`src/rtl/oreg_sched.sv`:
```
// Two-requester round-robin scheduler driving a registered output word that is held for
// HOLD cycles per grant, with a completion pulse to the owner on the last held cycle.
module oreg_sched #(
   parameter int unsigned HOLD = 4,
   parameter int unsigned W    = 5
) (
   input  logic         CK,
   input  logic         RSTN,
   input  logic         EN,
   input  logic         REQA,
   input  logic [W-1:0] DA,
   input  logic         REQB,
   input  logic [W-1:0] DB,
   output logic [W-1:0] Q,
   output logic         QV,
   output logic         GNTA,
   output logic         GNTB,
   output logic         ACKA,
   output logic         ACKB
);

   // One-hot encoding so corrupted values are distinguishable and recover to idle.
   typedef enum logic [1:0] {
      StIdle = 2'b01,
      StHold = 2'b10
   } state_e;

   localparam logic [3:0] CntLoad = 4'(HOLD - 1);

   state_e       state_q;
   logic [3:0]   cnt_q;
   logic         last_q;  // 1: B was served last
   logic [W-1:0] q_q;
   logic         qv_q;
   logic         gnta_q;
   logic         gntb_q;

   logic         any_req;
   logic         pick_a;
   logic         owner_req;
   logic         done;

   always_comb begin
      any_req   = REQA | REQB;
      pick_a    = REQA & (~REQB | last_q);
      owner_req = gnta_q ? REQA : REQB;
      done      = (state_q == StHold) && (cnt_q == 4'd0);
   end

   always_ff @(posedge CK) begin
      if (!RSTN) begin
         state_q <= StIdle;
         cnt_q   <= 4'd0;
         last_q  <= 1'b1;
         q_q     <= '0;
         qv_q    <= 1'b0;
         gnta_q  <= 1'b0;
         gntb_q  <= 1'b0;
      end else begin
         case (state_q)
            StIdle: begin
               if (EN && any_req) begin
                  state_q <= StHold;
                  cnt_q   <= CntLoad;
                  last_q  <= ~pick_a;
                  q_q     <= pick_a ? DA : DB;
                  qv_q    <= 1'b1;
                  gnta_q  <= pick_a;
                  gntb_q  <= ~pick_a;
               end
            end
            StHold: begin
               if (cnt_q != 4'd0 && owner_req) begin
                  cnt_q <= cnt_q - 4'd1;
               end else begin
                  // Completion or abort: drop ownership but keep Q and LAST.
                  state_q <= StIdle;
                  cnt_q   <= 4'd0;
                  qv_q    <= 1'b0;
                  gnta_q  <= 1'b0;
                  gntb_q  <= 1'b0;
               end
            end
            default: begin
               state_q <= StIdle;
               cnt_q   <= 4'd0;
               qv_q    <= 1'b0;
               gnta_q  <= 1'b0;
               gntb_q  <= 1'b0;
            end
         endcase
      end
   end

   assign Q    = q_q;
   assign QV   = qv_q;
   assign GNTA = gnta_q;
   assign GNTB = gntb_q;
   assign ACKA = done & gnta_q;
   assign ACKB = done & gntb_q;

endmodule

```
`config.mk`:
```
export PLATFORM = sky130hd
export DESIGN_NAME = oreg_sched
export DESIGN_NICKNAME = d
export VERILOG_FILES = /design/src/rtl/oreg_sched.sv
export SDC_FILE = /design/constraint.sdc
export NUM_CORES = 1
export LEC_CHECK = 0
export ABC_CLOCK_PERIOD_IN_PS = 2100
export CORE_ASPECT_RATIO = 0.9
export CORE_MARGIN = 2
export CORE_UTILIZATION = 43
export CTS_CLUSTER_DIAMETER = 30
export CTS_CLUSTER_SIZE = 28
export DETAILED_ROUTE_END_ITERATION = 16
export PLACE_DENSITY_LB_ADDON = 0.15
export SLEW_MARGIN = 20
export SYNTH_ARGS = -nofsm -noshare
export SYNTH_HDL_FRONTEND = slang
export SYNTH_SLANG_ARGS = --single-unit
```
`constraint.sdc`:
```
create_clock -name CK -period 2.1 [get_ports CK]
set_input_delay 0.21 -clock CK [delete_from_list [all_inputs] [get_ports CK]]
set_output_delay 0.21 -clock CK [all_outputs]
set_load 0.05 [all_outputs]
```
# Word level (Yosys, flattened, before mapping)
# Index checks and enable logic that the tools add are counted.
# word_totals
reg_bits,15
in_bits,15
output_inout_bits,10
# classes
n_addsub,1
n_eq_ne,4
n_mux,15
n_bitwise,7
n_reduce_logical,7
# op_table
op,count
4-bit two-way mux,2
4-bit one-hot mux with 2 select lines,1
1-bit one-hot mux with 2 select lines,3
1-bit two-way mux,5
5-bit two-way mux,1
4-bit logical NOT,1
2-bit two-way mux,2
"2-bit != test, second input constant",2
2-bit one-hot mux with 2 select lines,1
2-bit AND reduction,2
4-bit nonzero test,1
"4-bit by 1-bit subtractor with 4-bit output, second input constant",1
1-bit AND,3
1-bit logical AND,3
"2-bit by 1-bit == test with 1-bit output, second input constant",1
"2-bit == test, second input constant",1
1-bit inverter,2
1-bit OR,2

# Logic depth before layout (Yosys ltp)
# depth
depth_word,6
ltp_mapped,7
mapped_depth_nobuf,6

# Least setup slack after synthesis
# Ideal clock, no wire load.
# synth_path
path_kind,register to register
from,register state_q[1]
to,register cnt_q[3]
arrival_ns,1.868
slack_ns,0.160
path_stages_with_launch,7
n_path_buf,1
period_less_slack_ns,1.940
path_cell_list,dfxtp_1 inv_1 ha_1 and2_1 clkbuf_1 or4b_1 a21oi_1
# synth_between
elab_chain_len,2
# synth_rtl
element,line_no,text
"start, declared",30,state_e state_q;
"start signal, assigned",52,state_q <= StIdle;
"start signal, assigned",63,state_q <= StHold;
"start signal, assigned",77,state_q <= StIdle;
2-bit == test / 2-bit by 1-bit == test with 1-bit output (equally long branches),60,case (state_q)
4-bit one-hot mux with 2 select lines / 2-bit != test (equally long branches),-,
"end signal, assigned",64,cnt_q <= CntLoad;
"end signal, assigned",74,cnt_q <= cnt_q - 4'd1;
"end, declared",31,logic [3:0] cnt_q;
# Parallel ways exist; a longest one is shown, timed or not.
# A chain may end at the register's enable or synchronous reset.

# Final worst setup path
# layout_path
from,register cnt_q[0]
to,output ACKA
# layout_between
elab_chain_len,3
# layout_rtl
element,line_no,text
4-bit logical NOT,47,done = (state_q == StHold) && (cnt_q == 4'd0);
1-bit logical AND,47,
1-bit AND,99,assign ACKA = done & gnta_q;
"end, declared",18,"output logic ACKA,"
# No other way between the ends.

==> flow_summary_export.csv <==
group,metric,value,unit
global_routing,grt-ovfl-total,0,
worst_setup_path,cp.required,1.89,ns
finish,final-seq-area,280,µm²
clocking,htreeDepth,1,
worst_setup_path,path_max_fanout,4,
synth,seq_area_frac_synth,39.0,%
timing,rsz0062_at_grt,"no",
routing,via_per_inst,5.48,
synth,synthCells,83,
timing,slew_headroom,65.7,%
pwr,p_leak,0.387,nW
clocking,cts-resized-gates,0,
timing,drv_slew,0,
timing,fin_skew,0.00547,ns
synth,synth-warning-count,0,
global_routing,grt_usage,18.7,%
die,die_h,42.8,µm
clocking,insertion_delay,0.28,ns
pwr,irDropWorstVdd,0.000921,V
routing,dr.pass1.iters,4,
worst_setup_path,crit_type,"register to output pin",
finish,antennaDiodeCount,0,
routing,ant_nets,0,
timing,hold_viol_final,0,
placement,port_buffers,24,
timing,fin_crit,1.96,ns
pwr,cellPowerDensity,1060,mW/mm²
clocking,post_cts_buffers,0,
outcome,status,"finished, final reports clean",
timing,finalSetupViolCount,0,
routing,vias,723,
routing,totalWireLength,1.64,mm
worst_setup_path,start_kind,"register",
die,io_pins,25,
synth,synth.distinct_cells,29,
synth,netlist_area,719,µm²
clocking,cts_hold_buf,0,
timing,finalCritPeriodShare,93.2,%
finish,fin_area,0.00103,mm²
synth,syn_nets,101,
clocking,cts.clk_slew.worst_paths,0.08,ns
clocking,cts_tree,"yes",
finish,nFillCells,153,
clocking,clock_sink_count,14,
timing,tightest_slew,0.513,ns
finish,area_growth,43.0,%
synth,syn_avg_cell_area,8.67,µm²
routing,routedWlPerCell,12.4,µm
global_routing,antenna_found_initial,0,
finish,final_nets,128,
placement,place_hpwl,1.22,mm
clocking,clk_path_buf_depth,2,
routing,drt_iter0_drc,22,
global_routing,grt_max_degree,13,
finish,layout-drive-gt1-share,9.26,%
die,die_w,47.1,µm
die,core_area,0.00163,mm²
finish,multi_input_area,402,µm²
worst_setup_path,ff2ff_setup_slack,0.23,ns
timing,fmax,0.511,GHz
global_routing,first_global_vias,663,
clocking,cts_inserted_buffers,3,
synth,synth_seq_cells,14,
worst_setup_path,crit_path_end_kind,"output pin",
min_path,hp-class,"register to register",
die,row_count,14,
worst_setup_path,arrival,1.75,ns
placement,gp_congestion,0.856,
global_routing,grt_pass1_wl,2.70,mm
clocking,clock-root-buffer,"clkbuf_4",
die,initial_core_util,44.2,%
die,die_area,0.00202,mm²
timing,tns,0,ns
flow_run,maxCapViolations,0,
placement,dpl_cell_area,0.00101,mm²
routing,drc,0,
power breakdown:
group	total [mW]	internal [mW]	switching, mW
Clock	0.152	0.0667	0.0856
Combinational	0.565	0.224	0.340
Sequential	0.374	0.328	0.0459
worst max-delay path, stage by stage (launching register included):
cell and delay (ns):
dfxtp_1 0.34, inv_1 0.09, ha_1 0.21, nor3b_1 0.41, and3_1 0.27, buf_12 0.15
cell usage in the layout (no fill, tap or decap), drive strengths merged:
| cell type | instances |
|---|---|
| nand4b | 1 |
| o22ai | 1 |
| mux2i | 6 |
| o221a | 1 |
| o21ai | 6 |
| or4 | 2 |
| and3 | 2 |
| nand3 | 2 |
| buf | 3 |
| nor2 | 9 |
| and2 | 1 |
| a22oi | 1 |
| or4b | 1 |
| a211oi | 6 |
| o221ai | 1 |
| nor3 | 4 |
| nand2b | 3 |
| inv | 6 |
| nor3b | 2 |
| a21oi | 5 |
| dfxtp | 14 |
| ha | 3 |
| clkinv | 1 |
| clkbuf | 3 |
| nand2 | 1 |
| o211ai | 1 |
| clkdlybuf4s50 | 22 |
metrics by stage:
step                hold slack, ns  total power, mW  setup slack (ns)  utilization [%]  std cells
floorplan                    0.444            0.768             0.160                -         83
global placement             0.488            0.924             0.263             61.8        129
detailed placement           0.487            0.934             0.258             61.8        129
CTS                          0.501             1.09             0.148             63.1        132
global route                 0.524             1.15            0.0590             63.1        132
finish                       0.500             1.09             0.143             63.1        132
synth_stat cells:
library cell	instances	share of area [%]
a211oi_1	6	6.3
nand3_1	2	1.4
nor3b_2	1	1.7
inv_2	1	0.52
clkinv_1	1	0.52
o21ai_0	2	1.4
nand4b_1	1	1.2
nor3_1	4	2.8
nor3b_1	1	1.0
o21ai_1	3	2.1
or4_1	2	2.1
or4b_1	1	1.4
nand2_1	1	0.52
dfxtp_1	14	39
inv_1	5	2.6
o221a_2	1	1.6
nor2_1	9	4.7
o22ai_1	1	0.87
o21ai_2	1	1.2
and3_1	2	1.7
ha_1	3	5.2
o211ai_1	1	1.0
a22oi_1	1	1.0
clkbuf_1	3	1.6
a21oi_1	5	3.5
o221ai_1	1	1.2
nand2b_1	3	2.6
and2_1	1	0.87
mux2i_1	6	8.3
final timing paths:
path             from          to  cells after the start
min              GNTB        GNTB                      2
max          cnt_q[0]        ACKA                      5
max reg2reg  cnt_q[0]  state_q[1]                      6
min reg2reg      GNTB        GNTB                      2
area by class of cell:
class / count / area share (%)
repair buffers: 25 / 26.0
inverters: 7 / 2.55
multi-input cells: 59 / 39.1
clock buffers: 3 / 2.19
flip-flops and latches: 14 / 27.3
well taps: 24 / 2.92
per-layer routing:
layer	share of wire [%]	track usage, %	vias to the layer above
li1	-	-	357
met1	44	22.5	328
met2	47	29.3	32
met3	7.2	8.09	6
met4	1.9	6.11	0
met5	0	0	-
state kept, by name, indices dropped and copies added (netlist names):
signal,cells
GNTA,1
GNTB,1
Q,5
cnt_q,4
last_q,1
state_q,2
logic make-up after synthesis:
group           count (synthesis)  share of synthesized area, %
fa+ha+maj                       3                          5.22
mux                             6                          8.35
flops                          14                          39.0
buf+inv                        10                          5.22
simple gates                   28                          22.1
compound gates                 22                          20.2
Note: power is estimated with default switching activity, not from simulation.
